===== src/rtl/falling_sand_engine.sv =====
// Falling-sand cell-update engine: one bottom-up pass over the game RAM per start pulse,
// moving sand cells down or diagonally down one row, with single-cell paint writes between passes.
module falling_sand_engine #(
  parameter int COLUMNS    = 640,
  parameter int ROWS       = 480,
  parameter int CELL_WIDTH = 2,
  parameter int ADDR_WIDTH = $clog2(COLUMNS*ROWS),
  parameter int X_WIDTH    = $clog2(COLUMNS),
  parameter int Y_WIDTH    = $clog2(ROWS)
) (
  input  logic                  clk_i,
  input  logic                  reset_i,
  input  logic                  start_i,
  output logic                  busy_o,
  output logic                  done_o,
  output logic [ADDR_WIDTH-1:0] moves_o,
  input  logic                  paint_valid_i,
  output logic                  paint_ready_o,
  input  logic [X_WIDTH-1:0]    paint_x_i,
  input  logic [Y_WIDTH-1:0]    paint_y_i,
  input  logic [CELL_WIDTH-1:0] paint_data_i,
  output logic [ADDR_WIDTH-1:0] mem_rd_addr_o,
  input  logic [CELL_WIDTH-1:0] mem_rd_data_i,
  output logic                  mem_we_o,
  output logic [ADDR_WIDTH-1:0] mem_wr_addr_o,
  output logic [CELL_WIDTH-1:0] mem_wr_data_o
);

  typedef enum logic [3:0] {
    IDLE, FETCH_SRC, CHECK_SRC, FETCH_DN, CHECK_DN, FETCH_D1, CHECK_D1,
    FETCH_D2, CHECK_D2, MOVE_DST, MOVE_SRC, ADVANCE, DONE
  } state_t;

  localparam logic [ADDR_WIDTH-1:0] ROW_STEP   = ADDR_WIDTH'(COLUMNS);
  localparam logic [ADDR_WIDTH-1:0] FIRST_ADDR = ADDR_WIDTH'((ROWS-2)*COLUMNS);
  localparam logic [ADDR_WIDTH-1:0] LAST_ADDR  = ADDR_WIDTH'(COLUMNS-1);
  // End of row y back to the start of row y-1.
  localparam logic [ADDR_WIDTH-1:0] WRAP_STEP  = ADDR_WIDTH'(2*COLUMNS-1);
  localparam logic [X_WIDTH-1:0]    X_LAST     = X_WIDTH'(COLUMNS-1);
  localparam logic [ADDR_WIDTH-1:0] ONE_A      = ADDR_WIDTH'(1);

  state_t                  state, state_next;
  logic [X_WIDTH-1:0]      x;
  logic [ADDR_WIDTH-1:0]   src_addr;
  logic [ADDR_WIDTH-1:0]   dst_addr;
  logic [CELL_WIDTH-1:0]   src_code;
  logic [ADDR_WIDTH-1:0]   move_count;
  logic [ADDR_WIDTH-1:0]   moves_q;
  logic                    dir;

  logic [ADDR_WIDTH-1:0]   down_addr, left_addr, right_addr, d1_addr, d2_addr, check_addr;
  logic                    has_left, has_right, d1_ok, d2_ok;
  logic                    rd_empty, rd_sand, last_cell;
  logic                    paint_in_range;
  logic [ADDR_WIDTH-1:0]   paint_addr;

  assign down_addr  = src_addr + ROW_STEP;
  assign left_addr  = src_addr + ROW_STEP - ONE_A;
  assign right_addr = src_addr + ROW_STEP + ONE_A;
  assign has_left   = (x != '0);
  assign has_right  = (x != X_LAST);

  // dir swaps which diagonal is tried first so drift alternates frame to frame.
  assign d1_addr = dir ? right_addr : left_addr;
  assign d2_addr = dir ? left_addr  : right_addr;
  assign d1_ok   = dir ? has_right  : has_left;
  assign d2_ok   = dir ? has_left   : has_right;

  assign rd_empty  = (mem_rd_data_i == '0);
  assign rd_sand   = !rd_empty && (mem_rd_data_i != CELL_WIDTH'(1));
  assign last_cell = (src_addr == LAST_ADDR);

  assign paint_in_range = (32'(paint_x_i) < COLUMNS) && (32'(paint_y_i) < ROWS);
  assign paint_addr     = ADDR_WIDTH'(paint_y_i) * ROW_STEP + ADDR_WIDTH'(paint_x_i);

  assign check_addr = (state == CHECK_DN) ? down_addr :
                      (state == CHECK_D1) ? d1_addr   : d2_addr;

  // NOTE: every signal written in an always_comb gets a default first, so no path can infer a latch.
  always_comb begin
    state_next = state;
    case (state)
      IDLE:      if (start_i) state_next = FETCH_SRC;
      FETCH_SRC: state_next = CHECK_SRC;
      CHECK_SRC: state_next = rd_sand ? FETCH_DN : ADVANCE;
      FETCH_DN:  state_next = CHECK_DN;
      CHECK_DN: begin
        if (rd_empty)   state_next = MOVE_DST;
        else if (d1_ok) state_next = FETCH_D1;
        else if (d2_ok) state_next = FETCH_D2;
        else            state_next = ADVANCE;
      end
      FETCH_D1:  state_next = CHECK_D1;
      CHECK_D1: begin
        if (rd_empty)   state_next = MOVE_DST;
        else if (d2_ok) state_next = FETCH_D2;
        else            state_next = ADVANCE;
      end
      FETCH_D2:  state_next = CHECK_D2;
      CHECK_D2:  state_next = rd_empty ? MOVE_DST : ADVANCE;
      MOVE_DST:  state_next = MOVE_SRC;
      MOVE_SRC:  state_next = ADVANCE;
      ADVANCE:   state_next = last_cell ? DONE : FETCH_SRC;
      DONE:      state_next = IDLE;
      default:   state_next = IDLE;
    endcase
  end

  always_comb begin
    mem_rd_addr_o = '0;
    case (state)
      FETCH_SRC: mem_rd_addr_o = src_addr;
      FETCH_DN:  mem_rd_addr_o = down_addr;
      FETCH_D1:  mem_rd_addr_o = d1_addr;
      FETCH_D2:  mem_rd_addr_o = d2_addr;
      default:   mem_rd_addr_o = '0;
    endcase
  end

  // Write port is decoded from registered state, so an async reset drops it at once.
  always_comb begin
    mem_we_o      = 1'b0;
    mem_wr_addr_o = '0;
    mem_wr_data_o = '0;
    case (state)
      MOVE_DST: begin
        mem_we_o      = 1'b1;
        mem_wr_addr_o = dst_addr;
        mem_wr_data_o = src_code;
      end
      MOVE_SRC: begin
        mem_we_o      = 1'b1;
        mem_wr_addr_o = src_addr;
      end
      IDLE: begin
        if (paint_valid_i && paint_in_range) begin
          mem_we_o      = 1'b1;
          mem_wr_addr_o = paint_addr;
          mem_wr_data_o = paint_data_i;
        end
      end
      default: ;
    endcase
  end

  // NOTE: sequential state uses non-blocking assignments so every register samples pre-edge values.
  always_ff @(posedge clk_i or negedge reset_i) begin
    if (!reset_i) begin
      state      <= IDLE;
      x          <= '0;
      src_addr   <= '0;
      dst_addr   <= '0;
      src_code   <= '0;
      move_count <= '0;
      moves_q    <= '0;
      dir        <= 1'b0;
    end else begin
      state <= state_next;
      case (state)
        IDLE: begin
          if (start_i) begin
            x          <= '0;
            src_addr   <= FIRST_ADDR;
            move_count <= '0;
          end
        end
        CHECK_SRC: src_code <= mem_rd_data_i;
        CHECK_DN, CHECK_D1, CHECK_D2: begin
          if (rd_empty) dst_addr <= check_addr;
        end
        MOVE_SRC: move_count <= move_count + ONE_A;
        ADVANCE: begin
          if (last_cell) begin
            moves_q <= move_count;
          end else if (x == X_LAST) begin
            x        <= '0;
            src_addr <= src_addr - WRAP_STEP;
          end else begin
            x        <= x + X_WIDTH'(1);
            src_addr <= src_addr + ONE_A;
          end
        end
        DONE: dir <= ~dir;
        default: ;
      endcase
    end
  end

  assign busy_o        = (state != IDLE) && (state != DONE);
  assign done_o        = (state == DONE);
  assign moves_o       = moves_q;
  assign paint_ready_o = (state == IDLE);

endmodule


===== config.mk =====
export PLATFORM = sky130hd
export DESIGN_NAME = falling_sand_engine
export DESIGN_NICKNAME = d
export VERILOG_FILES = /design/src/rtl/falling_sand_engine.sv
export SDC_FILE = /design/constraint.sdc
export NUM_CORES = 1
export LEC_CHECK = 0
export BUFFER_PORTS_ARGS = -buffer_cell sky130_fd_sc_hd__buf_4
export CAP_MARGIN = 20
export CORE_ASPECT_RATIO = 0.7
export CORE_UTILIZATION = 60
export CTS_CLUSTER_DIAMETER = 80
export DETAILED_ROUTE_END_ITERATION = 8
export PLACE_DENSITY = 0.83
export SLEW_MARGIN = 20
export SYNTH_ARGS = -nofsm -noshare
export SYNTH_HDL_FRONTEND = slang
export SYNTH_SLANG_ARGS = --single-unit

===== constraint.sdc =====
create_clock -name clk_i -period 3.3 [get_ports clk_i]
set_input_delay 0.33 -clock clk_i [delete_from_list [all_inputs] [get_ports clk_i]]
set_output_delay 0.33 -clock clk_i [all_outputs]
set_load 0.01 [all_outputs]

==> qor.csv, run 1 <==
metric;value;unit
r2r_start;x[0];
syn_nets;1008;
mostFrequentLayoutCell;buf_4;
grt_util_all_layers;38.2;%
cts_tree;done;
power_density;628;mW/mm2
synthAdderAreaFrac;5.85;%
ios;90;
timing_worst_setup_path_type;reg -> out;
synthSimpleGateAreaFrac;22.9;%
seqPwrFrac;29.4;%
synthesis.area;0.00774;mm2
dpl_cell_area;0.00876;mm2
rsz0062_at_grt;yes;
ys.flop_type;dfrtp_1;
min_period_over_period;98.3;%
grt_pass1_vias;7485;
grt_pass1_wl;39300;um
worst_clock_skew;0.0134;ns
status;complete, no violations;
synthMuxAreaShare;5.43;%
drcViolationCount;0;
setup.worst_path.start;src_addr[0];
first_pass_iters;6;
slowest_stage;dfrtp_2;
antenna_found_initial;0;
p_leak;4.11;nW
overflow;0;
core;0.0125;mm2
power.share.combinational;52.1;%
min_path_type;in -> reg;
path_cells;buf_4 -> inv_1 -> ha_4 -> nor3b_4 -> nand4b_1 -> a2111oi_4 -> buf_4 -> nand2_2 -> nand2_1 -> xnor2_1 -> a221o_1 -> buf_4;
worstPathArrival;2.91;ns
nets;1115;
power_switching;2.69;mW
hold_viol;0;
diodes;0;
root_buffer;clkbuf_16;
layout_common_cells;buf_4, nand2_1, nor2_1, dfrtp_1, o21ai_0;
ys_ff_latch;93;
cpMostUsedCell;buf_4;
cp_top_family;compound AO/OA/AOI/OAI gates;
area_delta_synth_final;20.7;%
cts_buffers;9;
clock-sinks;93;
start_util;61.9;%
drive_gt1_share;23.0;%
start_kind;flip-flop;
fin_area;0.00935;mm2
min_from;mem_rd_data_i[1];
drtIter0Drc;796;
finalWeightedCongestion;1.02;
clk_latency;0.36;ns
worstMarginPinSlew;0.726;ns
ys_warn_count;0;
cts_buffer_depth;2;
hpwl;18100;um
slowest_delay;0.46;ns
period_needed;3.24;ns
relSlewSlack;51.2;%
fmax;0.308;GHz
num_rows;34;
detail_route.wirelength;24900;um
synth_cell_type_count;74;
post_drt_wl_per_cell;20.4;um
p_int;3.17;mW
crit_fanout;5;
setup_violations;0;
clockPowerShare;18.5;%
fp.dieW;138;um
maxSlewViolCount;0;
seq_area_frac_synth;30.0;%
hold_slack;0.228;ns
synth_edf_count;0;
ant_nets;0;
critical_path_required;2.97;ns
synth_cells;946;
numPortBuffers;89;
die_area;0.0134;mm2
grt_max_degree;77;
worst_setup_path_end_kind;primary output;
maxCapViolations;0;
path_clk_slew;0.08;ns
synth_top_family_by_area;simple AND/OR/NAND/NOR gates;
htreeDepth;3;
via_count;8034;
die_y;97.1;um
ys_async_sr_fraction;100;%
switching_share;45.9;%
cp.buffers_inverters;4;
synth_compound_area_share;21.5;%
fillers;938;
syn_area_per_cell;8.19;um2
synth-xor-area-share;9.39;%
ir_drop;0.614;mV
via_per_inst;6.59;
[layout make-up]
cell class / count / area (um2) / share of cell area (%)
Inverter: 29 / 109 / 1.16
Timing Repair Buffer: 159 / 1220 / 13.0
Clock inverter: 7 / 91.3 / 0.977
Multi-Input combinational cell: 761 / 5160 / 55.2
Tap cell: 162 / 203 / 2.17
Clock buffer: 9 / 225 / 2.41
Sequential cell: 93 / 2340 / 25.0
[per-layer routing]
metal  routed length (um)  up-vias  share of wire, %  track usage [%]
li1                     -     3666                 -                -
met1                10400     3860                42             53.0
met2                11200      440                45             57.1
met3                 2610       68                10             10.0
met4                  735        0               2.9             13.8
met5                    0        -                 0                0
[state kept, by name, indices dropped and copies added, names as in the netlist]
register	flops
src_code	2
dst_addr	19
state	4
x	10
src_addr	19
moves_o	19
move_count	19
dir	1
[synth_stat cells, drive strengths merged, types with 4 or more instances]
cell,n,area share [%]
o211ai,6,0.58
a22oi,10,0.97
xnor2,55,6.2
a221o,4,0.52
a211oi,6,0.58
mux2i,15,1.9
a31oi,10,0.81
buf,17,1.2
a222oi,9,1.2
a21oi,40,2.7
ha,33,5.3
nand3,35,2.3
o21a,6,0.58
and4,6,0.68
o22ai,12,1.1
and3,10,0.81
nand3b,5,0.48
dfrtp,93,30
xor2,28,3.2
nor3,33,2.1
inv,29,1.4
or2,4,0.32
a221oi,8,0.90
nor2,88,4.3
and2,9,0.73
clkbuf,46,2.2
and4b,4,0.52
o21ai,80,5.2
nor4,9,1.0
a21o,7,0.68
nand4b,6,0.68
or3,5,0.40
o221ai,5,0.57
o31ai,9,0.87
a2111oi,4,1.2
nand2,110,5.4
mux2,24,3.5
nor2b,6,0.48
nand4,17,1.4
nand2b,6,0.48
[logic make-up after synthesis]
logic type,after synthesis
buf+inv,92
xor+xnor,83
simple gates,361
fa+ha+maj,35
compound gates,243
mux,39
flops,93
[power groups by stage]
| stage | sequential, mW | clock, mW | combinational, mW |
|---|---|---|---|
| floorplan | 1.59 | 0 | 1.88 |
| global placement | 1.72 | 0 | 2.80 |
| detailed placement | 1.74 | 0 | 2.85 |
| CTS | 1.72 | 1.09 | 2.87 |
| global route | 1.76 | 1.13 | 3.31 |
| finish | 1.72 | 1.09 | 3.06 |
[per-stage QoR]
stage / setup TNS (ns) / instances / power [mW] / setup WS, ns / util [%]
floorplan: 0 / 946 / 3.47 / 0.295 / -
global placement: 0 / 1189 / 4.52 / 0.314 / 70.1
detailed placement: 0 / 1189 / 4.58 / 0.174 / 70.1
CTS: 0 / 1207 / 5.69 / 0.0131 / 72.9
global route: -0.177 / 1220 / 6.20 / -0.0648 / 74.8
finish: 0 / 1220 / 5.87 / 0.0557 / 74.8
[worst paths after layout]
| path | cells past startpoint | to | slack, ns |
|---|---|---|---|
| hold reg to reg | 2 | dst_addr[14] | 0.48 |
| max in group asynchronous | 4 | move_count[10] | 2.02 |
| setup / recovery | 12 | mem_rd_addr_o[14] | 0.06 |
| min in group asynchronous | 2 | dst_addr[15] | 0.40 |
| setup reg to reg | 13 | src_addr[18] | 0.20 |
| hold / removal | 2 | src_code[1] | 0.23 |
[repair_timing]
action                                  CTS  global route
buffers inserted                          2            11
cloned                                    0             0
pin swaps                                 2            11
endpoints found under the hold margin     0            19
resized for setup                         7            26
hold buffers                              0             1
endpoints found under the setup margin    4             9
Note: power is estimated with default switching activity, not from simulation.
==> inputs of run 2 (changes only) <==
--- a/config.mk
+++ b/config.mk
@@ -8,10 +8,12 @@
 export BUFFER_PORTS_ARGS = -buffer_cell sky130_fd_sc_hd__buf_4
 export CAP_MARGIN = 20
 export CORE_ASPECT_RATIO = 0.7
+export CORE_MARGIN = 2
 export CORE_UTILIZATION = 60
 export CTS_CLUSTER_DIAMETER = 80
 export DETAILED_ROUTE_END_ITERATION = 8
 export PLACE_DENSITY = 0.83
+export SKIP_CTS_REPAIR_TIMING = 1
 export SLEW_MARGIN = 20
 export SYNTH_ARGS = -nofsm -noshare
 export SYNTH_HDL_FRONTEND = slang
==> constraint.sdc (replaced) <==
create_clock -name clk_i -period 3.3 [get_ports clk_i]
set_input_delay 0.165 -clock clk_i [delete_from_list [all_inputs] [get_ports clk_i]]
set_output_delay 0.165 -clock clk_i [all_outputs]
set_load 0.01 [all_outputs]
==> run 2 against run 1 <==
  * Utilization down 1.8 points
  * Power down 1.5%
  * Maximum frequency up 0.20%
  * First-iteration DRC count increased by 11%
  * Clock power hardly changed
  * Sequential share of layout area is 0.55 points higher
  * Clock-buffer cell count stayed put
  * Register-to-register slack gained 0.03 ns
  * Critical path type unchanged
  * Largest power group unchanged
==> qor.csv, run 2 (synthesis results as in run 1) <==
metric;value;unit;change
die_y;99.1;um;was 97.1 um
finalWeightedCongestion;1.00;;was 1.02
cp_top_family;simple AND/OR/NAND/NOR gates;;was compound AO/OA/AOI/OAI gates
drive_gt1_share;20.4;%;was 23.0%
dpl_cell_area;0.00870;mm2;was 0.00876 mm2
fp.dieW;140;um;was 138 um
via_count;7867;;was 8034
grt_pass1_wl;38200;um;was 39300 um
slowest_delay;0.46;ns;about the same
start_kind;flip-flop;;unchanged
core;0.0125;mm2;unchanged
path_cells;ha_2 -> nand4_1 -> or3_4 -> a2111oi_4 -> buf_4 -> nand4_1 -> nand2_1 -> xnor2_1 -> a221o_1 -> buf_4;;was buf_4 -> inv_1 -> ha_4 -> nor3b_4 -> nand4b_1 -> a2111oi_4 -> buf_4 -> nand2_2 -> nand2_1 -> xnor2_1 -> a221o_1 -> buf_4
area_delta_synth_final;17.8;%;was 20.7%
crit_fanout;9;;was 5
via_per_inst;6.53;;was 6.59
grt_util_all_layers;34.6;%;was 38.2%
hold_viol;0;;unchanged
hpwl;17800;um;was 18100 um
period_needed;3.24;ns;about the same
htreeDepth;3;;unchanged
ir_drop;0.501;mV;was 0.614 mV
num_rows;34;;unchanged
worstPathArrival;3.07;ns;was 2.91 ns
path_clk_slew;0.08;ns;about the same
layout.cells.non_filler;1204;;was 1220
dp_cells;1179;;was 1189
cts_tree;done;;unchanged
maxSlewViolCount;0;;unchanged
cp.buffers_inverters;2;;was 4
clk_latency;0.35;ns;was 0.36 ns
ant_nets;0;;unchanged
min_period_over_period;98.1;%;was 98.3%
worstMarginPinSlew;0.694;ns;was 0.726 ns
detail_route.wirelength;24100;um;was 24900 um
drtIter0Drc;881;;was 796
power_density;634;mW/mm2;was 628 mW/mm2
fillers;953;;was 938
setup_violations;0;;unchanged
numPortBuffers;89;;unchanged
nets;1099;;was 1115
fmax;0.309;GHz;was 0.308 GHz
antenna_found_initial;0;;unchanged
rsz0062_at_grt;yes;;unchanged
relSlewSlack;53.5;%;was 51.2%
critical_path_required;3.13;ns;was 2.97 ns
grt_pass1_vias;7282;;was 7485
first_pass_iters;6;;unchanged
slowest_stage;dfrtp_2;;unchanged
clock-sinks;93;;unchanged
worst_setup_path_end_kind;primary output;;unchanged
start_util;61.9;%;unchanged
min_path_type;in -> reg;;unchanged
layout_common_cells;buf_4, nand2_1, dfrtp_1, nor2_1, o21ai_0;;was buf_4, nand2_1, nor2_1, dfrtp_1, o21ai_0
drcViolationCount;0;;unchanged
post_drt_wl_per_cell;20.0;um;was 20.4 um
timing_worst_setup_path_type;reg -> out;;unchanged
overflow;0;;unchanged
cts_buffers;9;;unchanged
diodes;0;;unchanged
hold_slack;0.0705;ns;was 0.228 ns
die_area;0.0138;mm2;was 0.0134 mm2
maxCapViolations;0;;unchanged
cts_buffer_depth;2;;unchanged
mostFrequentLayoutCell;buf_4;;unchanged
worst_clock_skew;0.0164;ns;was 0.0134 ns
grt_max_degree;43;;was 77
root_buffer;clkbuf_16;;unchanged
status;complete, no violations;;unchanged
p_leak;4.02;nW;was 4.11 nW
fin_area;0.00913;mm2;was 0.00935 mm2
ios;90;;unchanged
==> run 2: layout make-up <==
class                      instances  area [um2]  share of cell area, %
multi-input combinational        761        5080                   55.6
sequential                        93        2330                   25.6
timing repair buffer             143        1090                   11.9
clock buffer                       9         225                   2.47
tap                              162         203                   2.22
inverter                          29         109                   1.19
clock inverter                     7        88.8                  0.974
==> run 2: per-layer routing <==
metal,global-route usage (%),wire length (um)
met5,0,0
met4,10.5,596
met2,52.2,10600
met3,9.57,2990
met1,48.8,9900
==> run 2: worst paths after layout <==
| check | endpoint | slack (ns) | startpoint | cells after the start |
|---|---|---|---|---|
| setup / recovery | mem_rd_addr_o[14] | 0.06 | src_addr[0] | 10 |
| hold / removal | src_code[0] | 0.07 | mem_rd_data_i[0] | 2 |
| setup reg to reg | src_addr[18] | 0.23 | x[0] | 14 |
| hold reg to reg | dst_addr[13] | 0.49 | dst_addr[13] | 2 |
| max in group asynchronous | moves_o[6] | 2.12 | reset_i | 3 |
| min in group asynchronous | dst_addr[14] | 0.34 | reset_i | 2 |
==> run 2: metrics by stage <==
stage	worst slack, ns	TNS [ns]	power (mW)	util, %
after floorplan	0.423	0	3.47	-
after global placement	0.344	0	4.53	69.6
after detailed placement	0.290	0	4.58	69.6
after CTS	-0.107	-0.235	5.67	72.1
after global routing	-0.0304	-0.0432	6.11	73.0
final	0.0620	0	5.78	73.0
==> run 2: power by group <==
part / total [mW] / internal [mW] / switching, mW
registers: 1.71 / 1.40 / 0.310
clock network: 1.07 / 0.546 / 0.526
logic: 3.00 / 1.19 / 1.81
total: 5.78 / 3.14 / 2.64
==> inputs of run 3 (changes only) <==
--- a/config.mk
+++ b/config.mk
@@ -13,6 +13,7 @@
 export CTS_CLUSTER_DIAMETER = 80
 export DETAILED_ROUTE_END_ITERATION = 8
 export PLACE_DENSITY = 0.83
+export SETUP_SLACK_MARGIN = 0.1
 export SKIP_CTS_REPAIR_TIMING = 1
 export SLEW_MARGIN = 20
 export SYNTH_ARGS = -nofsm -noshare
==> run 3 against run 2 <==
  * Die area unchanged
  * Flip-flop and latch count unchanged
  * Power up 0.58%
  * Clock power about the same
  * Combinational power about the same
  * Utilization up 0.79 points
  * Final area up 1.1%
  * Non-clock buffer count up 2
  * Clock-buffer cell count unchanged
  * Hold slack about the same
  * Highest routed layer unchanged
==> qor.csv, run 3 (synthesis results as in run 1) <==
metric;value;unit;change
root_buffer;clkbuf_16;;unchanged
grt_pass1_wl;38200;um;unchanged
hold_viol;0;;unchanged
layout_common_cells;buf_4, nand2_1, nor2_1, dfrtp_1, o21ai_0;;was buf_4, nand2_1, dfrtp_1, nor2_1, o21ai_0
grt_pass1_vias;7282;;unchanged
min_path_type;in -> reg;;unchanged
grt_util_all_layers;34.6;%;unchanged
worst_setup_path_end_kind;primary output;;unchanged
num_rows;34;;unchanged
htreeDepth;3;;unchanged
maxCapViolations;0;;unchanged
start_kind;flip-flop;;unchanged
antenna_found_initial;0;;unchanged
clock-sinks;93;;unchanged
post_drt_wl_per_cell;20.3;um;was 20.0 um
critical_path_required;3.13;ns;about the same
cp_top_family;simple AND/OR/NAND/NOR gates;;unchanged
mostFrequentLayoutCell;buf_4;;unchanged
timing_worst_setup_path_type;reg -> out;;unchanged
cpMostUsedCell;nand4_1;;
drtIter0Drc;936;;was 881
grt_use_met2;52.2;%;unchanged
cp.buffers_inverters;1;;was 2
grt.busiest_layer;met2;;unchanged
grt_use_met3;9.57;%;unchanged
worstMarginPinSlew;0.683;ns;was 0.694 ns
fmax;0.314;GHz;was 0.309 GHz
fp.dieW;140;um;unchanged
numPortBuffers;89;;unchanged
p_leak;4.06;nW;was 4.02 nW
ir_drop;0.504;mV;was 0.501 mV
worstPathArrival;3.02;ns;was 3.07 ns
ant_nets;0;;unchanged
area_delta_synth_final;19.1;%;was 17.8%
worst_clock_skew;0.0157;ns;was 0.0164 ns
power.total;5.82;mW;was 5.78 mW
relSlewSlack;53.9;%;was 53.5%
drive_gt1_share;21.9;%;was 20.4%
grt_max_degree;43;;unchanged
setup_violations;0;;unchanged
start_util;61.9;%;unchanged
fin_area;0.00922;mm2;was 0.00913 mm2
nets;1101;;was 1099
crit_fanout;9;;unchanged
status;complete, no violations;;unchanged
drcViolationCount;0;;unchanged
slowest_delay;0.46;ns;about the same
power_density;630;mW/mm2;was 634 mW/mm2
die_area;0.0138;mm2;unchanged
diodes;0;;unchanged
setup.worst_path.start;src_addr[0];;unchanged
postLayoutCoreUtil;73.7;%;was 73.0%
setup_slack;0.118;ns;was 0.0620 ns
finalWeightedCongestion;1.00;;unchanged
cts_buffers;9;;unchanged
via_count;7920;;was 7867
use_met1;48.8;%;unchanged
cts_tree;done;;unchanged
overflow;0;;unchanged
slowest_stage;dfrtp_2;;unchanged
fillers;952;;was 953
first_pass_iters;8;;was 6
clk_latency;0.35;ns;about the same
pre_cts_slack;0.290;ns;unchanged
path_cells;ha_2 -> nand4_1 -> or3_4 -> a2111oi_4 -> nand4_1 -> nor3_2 -> xor2_1 -> o221ai_1 -> buf_4;;was ha_2 -> nand4_1 -> or3_4 -> a2111oi_4 -> buf_4 -> nand4_1 -> nand2_1 -> xnor2_1 -> a221o_1 -> buf_4
core;0.0125;mm2;unchanged
hpwl;17800;um;unchanged
r2r_start;x[0];;unchanged
detail_route.wirelength;24500;um;was 24100 um
ios;90;;unchanged
dpl_cell_area;0.00870;mm2;unchanged
period_needed;3.18;ns;was 3.24 ns
min_period_over_period;96.4;%;was 98.1%
path_clk_slew;0.08;ns;about the same
via_per_inst;6.57;;was 6.53
cts_buffer_depth;2;;unchanged
die_y;99.1;um;unchanged
maxSlewViolCount;0;;unchanged
min_from;mem_rd_data_i[0];;unchanged
rsz0062_at_grt;yes;;unchanged
==> run 3: cell types whose count changed in the layout (fill, tap and decap cells not counted), moves of 2 or more <==
cell and change:
ha_1 -4, ha_2 +3, buf_6 +2, nor3_1 -2, nor3_2 +2
==> run 3: worst reg2reg max path: cells and delay by family, from the launching register on <==
kind / cells / cell delay (ns)
AO/OA/AOI/OAI: 3 / 0.44
XOR/XNOR: 1 / 0.19
adder cells (fa/ha/maj): 2 / 0.55
buffers and inverters: 2 / 0.26
flip-flops: 1 / 0.42
AND/OR/NAND/NOR: 6 / 1.02
==> run 3: path summary, 6_finish.rpt <==
check	end	depth (start not counted)	slack [ns]
max	mem_rd_addr_o[18]	9	0.12
min	src_code[0]	2	0.07
max reg2reg	src_addr[18]	14	0.29
min reg2reg	dst_addr[10]	2	0.49
max in group asynchronous	moves_o[6]	3	2.10
min in group asynchronous	dst_addr[14]	2	0.34
==> run 3: per-layer routing <==
layer,share of wire (%),up-vias
li1,-,3646
met1,41,3705
met2,44,505
met3,12,64
met4,2.5,0
met5,0,-
==> run 3: through the flow <==
stage | setup TNS, ns | hold WS (ns) | std cells
global route | -0.0151 | 0.0883 | 1206
detailed placement | 0 | 0.200 | 1179
global placement | 0 | 0.192 | 1179
floorplan | 0 | -0.131 | 946
CTS | -0.235 | -0.172 | 1195
finish | 0 | 0.0701 | 1206
==> run 3: report_power, final <==
part | internal, mW | switching [mW]
clock network | 0.546 | 0.531
registers | 1.40 | 0.312
logic | 1.20 | 1.83
==> run 3: final cells by class <==
cell class                 count  area [um2]  area share (%)
tap                          162         203            2.20
sequential                    93        2340            25.3
clock buffer                   9         225            2.44
clock inverter                 7        88.8           0.963
timing repair buffer         145        1110            12.0
inverter                      29         109            1.18
multi-input combinational    761        5150            55.8
